--- src/rtl/mc_controller.sv ---
// Multicycle MIPS sequencer: Moore FSM stepping fetch/decode/execute/memory/writeback with a
// memory handshake and timeout. Define MC_JAL_EN to add the single-cycle jal state.
module mc_controller #(
  parameter int TIMEOUT = 255,
  parameter int TO_W    = 8
) (
  input  logic       clk,
  input  logic       reset,
  input  logic [5:0] op,
  input  logic [5:0] funct,
  input  logic       mem_ready,
  output logic       mem_req,
  output logic       memwrite,
  output logic       iord,
  output logic       irwrite,
  output logic       pcwrite,
  output logic       branch,
  output logic [1:0] pcsrc,
  output logic       alusrca,
  output logic [1:0] alusrcb,
  output logic [2:0] alucontrol,
  output logic [1:0] regdst,
  output logic [1:0] memtoreg,
  output logic       regwrite,
  output logic       illegal,
  output logic       mem_err,
  output logic [3:0] state
);

  typedef enum logic [3:0] {
    S_FETCH  = 4'd0,
    S_DECODE = 4'd1,
    S_MEMADR = 4'd2,
    S_MEMRD  = 4'd3,
    S_MEMWB  = 4'd4,
    S_MEMWR  = 4'd5,
    S_EXEC   = 4'd6,
    S_ALUWB  = 4'd7,
    S_BEQ    = 4'd8,
    S_ADDIEX = 4'd9,
    S_ADDIWB = 4'd10,
    S_JUMP   = 4'd11,
    S_JAL    = 4'd12
  } state_t;

  localparam logic [5:0] OP_RTYPE = 6'b000000;
  localparam logic [5:0] OP_LW    = 6'b100011;
  localparam logic [5:0] OP_SW    = 6'b101011;
  localparam logic [5:0] OP_BEQ   = 6'b000100;
  localparam logic [5:0] OP_ADDI  = 6'b001000;
  localparam logic [5:0] OP_J     = 6'b000010;
  localparam logic [5:0] OP_JAL   = 6'b000011;

  localparam logic [2:0] ALU_ADD = 3'b010;
  localparam logic [2:0] ALU_SUB = 3'b110;
  localparam logic [2:0] ALU_AND = 3'b000;
  localparam logic [2:0] ALU_OR  = 3'b001;
  localparam logic [2:0] ALU_SLT = 3'b111;

  localparam logic [TO_W-1:0] TO_LIM = TO_W'(TIMEOUT);

  state_t          state_q;
  state_t          state_d;
  logic [TO_W-1:0] tocnt;
  logic            mem_state;
  logic            to_hit;

  always_ff @(posedge clk or negedge reset) begin
    if (!reset) state_q <= S_FETCH;
    else        state_q <= state_d;
  end

  // Wait counter restarts whenever the FSM changes state or gives up on a memory access.
  always_ff @(posedge clk or negedge reset) begin
    if (!reset)                            tocnt <= '0;
    else if (state_d != state_q || to_hit) tocnt <= '0;
    else if (!mem_ready && TIMEOUT != 0)   tocnt <= tocnt + TO_W'(1);
  end

  assign mem_state = (state_q == S_FETCH) || (state_q == S_MEMRD) || (state_q == S_MEMWR);
  assign to_hit    = (TIMEOUT != 0) && mem_state && !mem_ready && (tocnt == TO_LIM);
  assign state     = state_q;

  always_comb begin
    state_d    = state_q;
    mem_req    = 1'b0;
    memwrite   = 1'b0;
    iord       = 1'b0;
    irwrite    = 1'b0;
    pcwrite    = 1'b0;
    branch     = 1'b0;
    pcsrc      = 2'b00;
    alusrca    = 1'b0;
    alusrcb    = 2'b00;
    alucontrol = 3'b000;
    regdst     = 2'b00;
    memtoreg   = 2'b00;
    regwrite   = 1'b0;
    illegal    = 1'b0;
    mem_err    = 1'b0;
    case (state_q)
      S_FETCH: begin
        mem_req    = 1'b1;
        alusrcb    = 2'b01;
        alucontrol = ALU_ADD;
        // The fetch strobes are gated by reset so nothing is written while it is held.
        if (mem_ready) begin
          irwrite = reset;
          pcwrite = reset;
          state_d = S_DECODE;
        end else if (to_hit) begin
          mem_req = 1'b0;
          mem_err = 1'b1;
        end
      end
      S_DECODE: begin
        alusrcb    = 2'b11;
        alucontrol = ALU_ADD;
        case (op)
          OP_RTYPE:     state_d = S_EXEC;
          OP_LW, OP_SW: state_d = S_MEMADR;
          OP_BEQ:       state_d = S_BEQ;
          OP_ADDI:      state_d = S_ADDIEX;
          OP_J:         state_d = S_JUMP;
`ifdef MC_JAL_EN
          OP_JAL:       state_d = S_JAL;
`endif
          default: begin
            illegal = 1'b1;
            state_d = S_FETCH;
          end
        endcase
      end
      S_MEMADR: begin
        alusrca    = 1'b1;
        alusrcb    = 2'b10;
        alucontrol = ALU_ADD;
        state_d    = (op == OP_SW) ? S_MEMWR : S_MEMRD;
      end
      S_MEMRD: begin
        mem_req = 1'b1;
        iord    = 1'b1;
        if (mem_ready) begin
          state_d = S_MEMWB;
        end else if (to_hit) begin
          mem_req = 1'b0;
          mem_err = 1'b1;
          state_d = S_FETCH;
        end
      end
      S_MEMWB: begin
        memtoreg = 2'b01;
        regwrite = 1'b1;
        state_d  = S_FETCH;
      end
      S_MEMWR: begin
        mem_req  = 1'b1;
        memwrite = 1'b1;
        iord     = 1'b1;
        if (mem_ready) begin
          state_d = S_FETCH;
        end else if (to_hit) begin
          mem_req  = 1'b0;
          memwrite = 1'b0;
          mem_err  = 1'b1;
          state_d  = S_FETCH;
        end
      end
      S_EXEC: begin
        alusrca = 1'b1;
        state_d = S_ALUWB;
        case (funct)
          6'b100000: alucontrol = ALU_ADD;
          6'b100010: alucontrol = ALU_SUB;
          6'b100100: alucontrol = ALU_AND;
          6'b100101: alucontrol = ALU_OR;
          6'b101010: alucontrol = ALU_SLT;
          default: begin
            illegal = 1'b1;
            state_d = S_FETCH;
          end
        endcase
      end
      S_ALUWB: begin
        regdst   = 2'b01;
        regwrite = 1'b1;
        state_d  = S_FETCH;
      end
      S_BEQ: begin
        alusrca    = 1'b1;
        alucontrol = ALU_SUB;
        pcsrc      = 2'b01;
        branch     = 1'b1;
        state_d    = S_FETCH;
      end
      S_ADDIEX: begin
        alusrca    = 1'b1;
        alusrcb    = 2'b10;
        alucontrol = ALU_ADD;
        state_d    = S_ADDIWB;
      end
      S_ADDIWB: begin
        regwrite = 1'b1;
        state_d  = S_FETCH;
      end
      S_JUMP: begin
        pcsrc   = 2'b10;
        pcwrite = 1'b1;
        state_d = S_FETCH;
      end
`ifdef MC_JAL_EN
      // PC already holds PC+4 from fetch, so $31 is written from the PC in the same cycle.
      S_JAL: begin
        pcsrc    = 2'b10;
        pcwrite  = 1'b1;
        regdst   = 2'b10;
        memtoreg = 2'b10;
        regwrite = 1'b1;
        state_d  = S_FETCH;
      end
`endif
      default: state_d = S_FETCH;
    endcase
`ifndef MC_JAL_EN
    regdst[1]   = 1'b0;
    memtoreg[1] = 1'b0;
`endif
  end

endmodule

--- config.mk ---
export PLATFORM = sky130hd
export DESIGN_NAME = mc_controller
export DESIGN_NICKNAME = d
export VERILOG_FILES = /design/src/rtl/mc_controller.sv
export SDC_FILE = /design/constraint.sdc
export NUM_CORES = 1
export LEC_CHECK = 0
export CORE_MARGIN = 2
export CORE_UTILIZATION = 45
export DETAILED_ROUTE_END_ITERATION = 12
export PLACE_DENSITY = 0.8
export SYNTH_ARGS = -nofsm -noshare
export SYNTH_HDL_FRONTEND = slang
export SYNTH_SLANG_ARGS = --single-unit
--- constraint.sdc ---
create_clock -name clk -period 1.9 [get_ports clk]
set_clock_uncertainty 0.1 [all_clocks]
set_input_delay 0.38 -clock clk [delete_from_list [all_inputs] [get_ports clk]]
set_output_delay 0.38 -clock clk [all_outputs]
set_load 0.02 [all_outputs]
==> results.yml, run 1 <==
status:
  status: "finished, violations left"
  violations: "negative setup slack"
detailed_routing:
  drc: 0
  drtPass1Iterations: 4
  first_iter_violations: 103
  met2WireLength_um: 3350
  viasPerCell: 6.82
  wl_per_cell_um: 26.1
  num_vias: 1787
  ant_nets: 0
  wl_met3_um: 677
  top_layer: "met4"
  wl_um: 6840
  routedLengthMet1_um: 2290
layout:
  area_growth_pct: 104
  nets: 249
  fin_util_pct: 95.9
  n_antenna_cell: 0
  drive_gt1_share_pct: 60.3
critical_path:
  reg2reg_depth: 6
  startpoint_type: "primary input"
  critPathMaxFanout: 2
  end_kind: "primary output"
  cpMaxStageDelayCell: "clkdlybuf4s50_1"
  criticalPathCategory: "primary input to primary output"
  crit_arrival_ns: 1.63
  slowest_delay_ns: 0.46
  worstPathCellList: "clkdlybuf4s50_1, nor2_1, o21ai_0, a32o_1, buf_2"
  cp_data_required_time_ns: 1.42
clock_tree:
  tritoncts: "yes"
  cts_sinks: 12
  root_buffer: "clkbuf_4"
  worstSkewPairLatency_ns: 0.29
  ctsLongestPathBuffers: 2
  clkTransAtPathRegs_ns: 0.09
  ctsHoldBuffers: 0
  cts_made_buffers: 3
  cts-htree-levels: 1
run:
  maxCapViolations: 0
sta:
  rsz0062_at_grt: "yes"
  hold_viol: 0
  fin_tns_setup_ns: -3.17
  slew_viol_final: 0
  fin_ws_ns: -0.213
  fmax_mhz: 473
  finalSetupViolCount: 29
  fin_crit_ns: 2.11
  finalCritPeriodShare_pct: 111
grt:
  grt_use_total_pct: 36.5
  antenna_found_initial: 0
  grt_max_degree: 13
  grt_pass1_vias: 1574
  globalRouteOverflowTotal: 0
  grt_pass1_wl_um: 7420
synth:
  yosys_warnings: 0
  synthCells: 139
  yosysUniqueCellTypes: 51
  seq_area_frac_synth_pct: 26.0
  synth_top_area_share_pct: 26.0
  synthTopCellsByArea: "dfrtp_1, nand2b_1, xor2_1"
  avgSynthCellArea_um2: 8.32
  yosys.area.top_type: "dfrtp_1"
  netlist_area_mm2: 0.00116
  synth_seq_cells: 12
die:
  dieArea_mm2: 0.00299
  placeableCoreArea_mm2: 0.00245
  start_util_pct: 47.1
  die_h_um: 54.7
  num_rows: 18
  ios: 40
  die_x_um: 54.7
pwr:
  power_density_mw_per_mm2: 997
  power.total_mw: 2.35
  vdd_drop_max_v: 0.000950
  power.leakage_nw: 1.06
placed_design:
  io_buffers: 37
  place_congestion: 0.950
  hpwlAfterDp_um: 2990
worst_hold_path:
  hold_class: "primary input to asynchronous set/reset pin"
## routing by layer
layer  vias up  track usage [%]
met4         0             20.8
met2       168             64.3
li1        704                -
met1       847             39.1
met5         -                0
met3        68             9.29
## through the flow
step / instances / worst slack [ns] / hold slack, ns / area, um2
2_1_floorplan: 140 / -0.0561 / -0.0156 / 1200
3_3_place_gp: 240 / -0.609 / 0.471 / 1870
3_5_place_dp: 240 / -0.666 / 0.527 / 1870
4_1_cts: 258 / -0.121 / 0.368 / 2200
5_1_grt: 262 / -0.242 / 0.341 / 2350
6_report: 262 / -0.213 / 0.365 / 2350
## cells in the final DEF (no fill, tap or decap), types with 3 or more instances in the layout
master | Yosys | final
nor4_4 | 0 | 3
buf_4 | 5 | 53
a31oi_1 | 4 | 4
nand2b_4 | 0 | 5
nand2_1 | 8 | 7
xnor2_1 | 4 | 3
clkdlybuf4s50_1 | 0 | 4
clkbuf_4 | 0 | 3
o211ai_1 | 3 | 3
inv_1 | 3 | 3
nor4_2 | 0 | 3
nor3_1 | 8 | 3
o21ai_0 | 6 | 4
xor2_1 | 6 | 6
nor3_4 | 0 | 3
buf_6 | 1 | 25
nor2_1 | 12 | 6
dfrtp_2 | 0 | 4
nor2_4 | 0 | 5
nand2b_1 | 9 | 4
dfrtp_1 | 12 | 8
dlygate4sd2_1 | 0 | 12
## report_power, final
group | internal, mW | switching, mW | leakage, nW
clock | 0.117 | 0.101 | 0.0210
combinational | 0.869 | 0.901 | 0.885
sequential | 0.293 | 0.0652 | 0.159
## worst max-delay path, delay by kind of cell
family	cells	cell delay (ns)
buffers and inverters	2	0.62
AO/OA/AOI/OAI	2	0.42
AND/OR/NAND/NOR	1	0.21
## cell families after synthesis
family                     Yosys count  share of synthesized area, %
AOI/OAI and AO/OA                   28                          18.0
xor gates and xnor gates            10                          7.58
adders and majority gates            1                          1.08
buffers and inverters               15                          7.47
DFF                                 12                          26.0
muxes                                2                          1.73
other                                1                         0.324
and+or+nand+nor                     70                          37.9
## worst paths after layout
path	start	endpoint	slack, ns
worst max-delay path	op[4]	illegal	-0.21
worst min-delay path	reset	tocnt[7]	0.37
worst max register to register	state[1]	tocnt[6]	-0.19
worst min register to register	tocnt[5]	tocnt[5]	0.61
max in group asynchronous	reset	state[2]	1.16
min in group clk	tocnt[5]	tocnt[5]	0.61
## cell type report
type,count,area (um2)
Fill cell,54,101
Multi-Input combinational cell,113,1070
Timing Repair Buffer,100,892
Tap cell,30,37.5
Clock buffer,4,36.3
Inverter,3,11.3
Sequential cell,12,305
## synthesized netlist by cell type (all sizes together)
master and count:
a211oi 2, ha 1, o211ai 3, o221ai 1, a32o 1, xnor2 4
nor3 8, and3 2, a21boi 1, nand3 2, inv 3, nor4bb 2
nand2 8, nand2b 9, dfrtp 12, and4 2, a211o 1, xor2 6
and3b 1, or4 1, o21ai 8, o22ai 1, nand4 3, nor4b 3
nand4b 1, buf 10, a41o 1, a21oi 1, o21a 2, nor4 8
clkbuf 2, o311a 1, mux2i 2, nor2 13, conb 1, or2 1
nor3b 2, nor2b 4, a31oi 4, a21o 1
## state kept, by name, summed over array words and instances, names as in the netlist
name,count
tocnt,8
state,4
## repair_timing
item	in CTS	in global routing
gates resized for setup	147	40
setup endpoints to repair	31	29
setup buffers	15	4
pin swaps	17	8
(Power assumes the default switching activity.)
==> inputs of run 2 (changes only) <==
Clock period 1.9 ns to 2.2 ns, I/O delays scaled along.
==> run 2 against run 1 <==
Net effect:
- the flow now finishes without violations
- critical path depth stayed put
- non-clock buffer count is 22 lower
- power is 41% lower
- final cell count is 8.8% lower
- flip-flop and latch count stayed put
- first-iteration DRC count is 51% lower
- setup slack better by 0.21 ns
- wire length is 44% lower
- sequential share of layout area is 3.6 points higher
- highest routed layer unchanged
==> results.yml, run 2 (synthesis results as in run 1) <==
die:
  die_x_um: 54.7
  die_h_um: 54.7
  dieArea_mm2: 0.00299
  placeableCoreArea_mm2: 0.00245
  start_util_pct: 47.1
  ios: 40
  num_rows: 18
grt:
  grt_pass1_vias: 1333
  globalRouteOverflowTotal: 0
  grt_pass1_wl_um: 5780
  antenna_found_initial: 0
  grt_max_degree: 13
  grt_use_total_pct: 26.9
detailed_routing:
  drc: 0
  viasPerCell: 5.86
  first_iter_violations: 50
  wl_per_cell_um: 16.0
  wl_um: 3820
  num_vias: 1401
  drtPass1Iterations: 4
  ant_nets: 0
placed_design:
  hpwlAfterDp_um: 2870
  place_inst: 232
  io_buffers: 37
  place_congestion: 0.918
layout:
  fin_cells: 239
  most-common-layout-cells: "buf_4, dlygate4sd2_1, clkdlybuf4s50_1, nor2_1, dfrtp_1"
  area_growth_pct: 57.9
  nFillCells: 175
  nets: 227
  largest-register: "tocnt"
  drive_gt1_share_pct: 35.9
  n_antenna_cell: 0
  largest_register_ffs: 8
  final_common_cell: "buf_4"
critical_path:
  cp_data_required_time_ns: 1.66
  reg2reg_to: "tocnt[5]"
  startpoint_type: "primary input"
  timing.reg2reg.setup_slack_ns: 0.17
  crit_arrival_ns: 1.66
  end_kind: "primary output"
  slowest_delay_ns: 0.54
  worstPathCellList: "clkdlybuf4s50_1, inv_1, o221ai_1, a32o_1, buf_2"
  reg2reg_depth: 7
  r2r-start: "state[0]"
  critPathMaxFanout: 3
  critPathCapture: "illegal"
  cp-startpoint: "funct[3]"
  criticalPathCategory: "primary input to primary output"
  cpMaxStageDelayCell: "clkdlybuf4s50_1"
clock_tree:
  ctsLongestPathBuffers: 2
  cts_made_buffers: 3
  ctsHoldBuffers: 0
  clkTransAtPathRegs_ns: 0.07
  tritoncts: "yes"
  cts_sinks: 12
  cts-htree-levels: 1
  root_buffer: "clkbuf_4"
  worstSkewPairLatency_ns: 0.27
sta:
  finalSetupViolCount: 0
  rsz0062_at_grt: "yes"
  fin_tns_setup_ns: 0
  fmax_mhz: 455
  hold_viol: 0
  hold_slack_ns: 0.402
  finalCritPeriodShare_pct: 99.9
  fin_crit_ns: 2.20
  slew_viol_final: 0
pwr:
  power.leakage_nw: 0.860
  vdd_drop_max_v: 0.000665
  power_density_mw_per_mm2: 755
worst_hold_path:
  hold_class: "primary input to asynchronous set/reset pin"
run:
  maxCapViolations: 0
status:
  status: "finished, final reports clean"
run 2: changes by cell type in the layout (fill, tap and decap cells not counted), sizes merged:
cell           change
buf               -34
clkbuf             +2
clkdlybuf4s50      +8
dlymetal6s2s       +1
run 2: metrics by stage:
| stage | setup slack [ns] | area [um2] | power [mW] | utilization, % |
|---|---|---|---|---|
| final | 0.00192 | 1830 | 1.38 | 74.4 |
| after global routing | -0.0536 | 1830 | 1.45 | 74.4 |
| after CTS | -0.0865 | 1820 | 1.38 | 74.1 |
| after detailed placement | -0.519 | 1780 | 1.28 | 72.3 |
| after global placement | -0.438 | 1780 | 1.25 | 72.3 |
| after floorplan | -0.0199 | 1160 | 0.815 | - |
run 2: how the worst min path moves through the flow:
stage	from	endpoint
after floorplan	reset	state[0]
after global placement	tocnt[5]	tocnt[5]
after detailed placement	tocnt[5]	tocnt[5]
after CTS	reset	tocnt[7]
after global routing	reset	tocnt[3]
final	reset	tocnt[7]
run 2: final cells by class:
type                    instances  area (um2)  area share [%]
flip-flops and latches         12         303            16.6
multi-input cells             113         828            45.4
repair buffers                 78         623            34.1
clock buffers                   3        22.5            1.23
well taps                      30        37.5            2.06
inverters                       3        11.3           0.617
run 2: what timing repair did:
action	4_1_cts	5_1_grt
hold endpoints to repair	0	0
buffers inserted	2	2
pin swaps	2	3
endpoints found under the setup margin	19	12
gates resized for setup	52	20
run 2: critical path, delay by kind of cell:
| family | cells | cell delay (ns) |
|---|---|---|
| AOI/OAI and AO/OA | 2 | 0.44 |
| buffers and inverters | 3 | 0.78 |
run 2: power by group:
group | switching (mW) | internal (mW) | leakage, nW | total (mW)
sequential | 0.0328 | 0.251 | 0.162 | 0.284
combinational | 0.521 | 0.443 | 0.684 | 0.963
clock | 0.0671 | 0.0633 | 0.0138 | 0.130
run 2: routing by layer:
layer	track usage, %	up-vias	routed length [um]	part of all wire, %
met5	0	-	0	0
met4	8.75	0	99	2.6
met3	3.83	12	187	4.9
met2	47.4	73	2010	53
met1	33.2	661	1520	40
li1	-	655	-	-
==> inputs of run 3 (changes only) <==
Settings changed: CORE_UTILIZATION 45 to 41, GPL_TIMING_DRIVEN set to 1, PLACE_DENSITY 0.8 to 0.76, TNS_END_PERCENT set to 30.
Clock period 2.2 ns to 1.9 ns, I/O delays scaled along.
==> run 3 against run 2 <==
Net effect:
- wire length is 28% higher
- flip-flop and latch count unchanged
- first-iteration DRC count rose by 120%
- non-clock buffer count increased by 21
- setup slack worse by 0.18 ns
- sequential power increased by 25%
- combinational power up 59%
- clock-buffer cell count is the same
- final area increased by 21%
- the flow now finishes with violations (negative setup slack)
- final cell count grew 9.2%
- critical path depth increased by 1
==> results.yml, run 3 (synthesis results as in run 1) <==
critical_path:
  worstPathCellList: "buf_4, buf_4, nand2b_1, a31oi_4, nor2b_2, buf_6"
  timing.reg2reg.setup_slack_ns: -0.10
  cpMaxStageDelayCell: "dfrtp_1"
  end_kind: "primary output"
  critPathMaxFanout: 5
  reg2reg_to: "tocnt[7]"
  cp_common_cell: "buf_4"
  r2r-start: "state[1]"
  crit_arrival_ns: 1.60
  critPathCapture: "mem_req"
  cp-startpoint: "state[0]"
  cp_data_required_time_ns: 1.42
  slowest_delay_ns: 0.45
  startpoint_type: "register"
  criticalPathCategory: "register to primary output"
  reg2reg_depth: 6
clock_tree:
  clkTransAtPathRegs_ns: 0.07
  cts_sinks: 12
  root_buffer: "clkbuf_4"
  cts-htree-levels: 1
  cts_made_buffers: 3
  tritoncts: "yes"
  worstSkewPairLatency_ns: 0.27
  ctsLongestPathBuffers: 2
pwr:
  switchingPower_mw: 0.902
  vdd_drop_max_v: 0.000872
  sw_frac_of_total_pct: 44.3
  power.leakage_nw: 1.05
  internal-power_mw: 1.14
  power.total_mw: 2.04
  p_comb_share_pct: 75.0
  pwr-share-clk_pct: 7.6
  power_density_mw_per_mm2: 925
  pwr-share-seq_pct: 17.4
layout:
  fin_cells: 261
  largest-register: "tocnt"
  fin_area_mm2: 0.00220
  drive_gt1_share_pct: 55.7
  largest_register_ffs: 8
  nets: 248
  area_growth_pct: 90.6
  n_antenna_cell: 0
  final_common_cell: "buf_4"
  most-common-layout-cells: "buf_4, buf_6, dlygate4sd2_1, dfrtp_1, nand2_1"
die:
  dieArea_mm2: 0.00326
  start_util_pct: 42.7
  die_x_um: 57.1
  num_rows: 19
  ios: 40
  placeableCoreArea_mm2: 0.00271
  die_h_um: 57.1
detailed_routing:
  first_iter_violations: 109
  met2WireLength_um: 2540
  ant_nets: 0
  drc: 0
  routedLengthMet1_um: 1800
  wl_met3_um: 342
  drtPass1Iterations: 4
  num_vias: 1571
  wl_per_cell_um: 18.7
  wl_um: 4890
  top_layer: "met4"
  viasPerCell: 6.02
placed_design:
  dpl_cell_area_mm2: 0.00187
  place_congestion: 0.806
  io_buffers: 37
  pre_cts_ws_ns: -0.659
  hpwlAfterDp_um: 2930
  place_inst: 244
sta:
  slew_viol_final: 0
  fin_tns_setup_ns: -1.93
  hold_viol: 0
  fmax_mhz: 481
  finalSetupViolCount: 24
  rsz0062_at_grt: "yes"
  fin_ws_ns: -0.181
  finalCritPeriodShare_pct: 110
  fin_crit_ns: 2.08
grt:
  antenna_found_initial: 0
  grt_pass1_wl_um: 7040
  grt_use_total_pct: 27.4
  grt_pass1_vias: 1509
  globalRouteOverflowTotal: 0
  grt_max_degree: 13
status:
  violations: "negative setup slack"
  status: "finished, violations left"
worst_hold_path:
  hold_class: "primary input to asynchronous set/reset pin"
run:
  maxCapViolations: 0
[run 3: changes by cell type in the layout (fill, tap and decap cells not counted), moves of 3 or more]
| cell | change |
|---|---|
| nor2b_1 | -3 |
| nand2b_1 | -3 |
| nand2b_4 | +4 |
| clkdlybuf4s50_1 | -9 |
| nor2_1 | -5 |
| buf_4 | +18 |
| nor2_2 | +4 |
| clkbuf_2 | -4 |
| buf_6 | +15 |
[run 3: critical path, delay by kind of cell (launching register included)]
kind	cells	cell delay, ns
buffers and inverters	3	0.46
flip-flops	1	0.45
AND/OR/NAND/NOR	2	0.29
AO/OA/AOI/OAI	1	0.13
[run 3: cell type report]
class	instances	area, um2
Tap cell	31	38.8
Multi-Input combinational cell	113	1000
Inverter	3	11.3
Sequential cell	12	303
Timing Repair Buffer	99	823
Clock buffer	3	22.5
Fill cell	149	507
[run 3: metal layers]
layer	global-route usage (%)	vias to the layer above
met2	50.1	94
met3	3.85	23
li1	-	700
met5	0	-
met4	7.31	0
met1	33.8	754
[run 3: timing repair]
item	in CTS	in global routing
setup buffers	10	4
cloned	0	0
pin swaps	17	9
hold buffers	0	0
setup endpoints to repair	31	26
gates resized for setup	130	35
[run 3: power by group through the flow]
stage	registers, mW	logic, mW	clock network [mW]
floorplan	0.347	0.606	0
global placement	0.338	1.13	0
detailed placement	0.344	1.16	0
CTS	0.343	1.28	0.155
global route	0.357	1.59	0.169
finish	0.355	1.53	0.155
[run 3: how the worst min path moves through the flow]
stage	slack (ns)	start	to
after floorplan	-0.02	reset	state[0]
after global placement	0.46	tocnt[7]	tocnt[7]
after detailed placement	0.50	tocnt[7]	tocnt[7]
after CTS	0.37	reset	tocnt[4]
after global routing	0.38	reset	tocnt[4]
final	0.36	reset	tocnt[4]
[run 3: metrics by stage]
step	util (%)	hold WS, ns
after detailed placement	69.1	0.501
after global routing	81.3	0.381
after global placement	69.1	0.462
after CTS	75.6	0.366
final	81.3	0.363
after floorplan	-	-0.0156
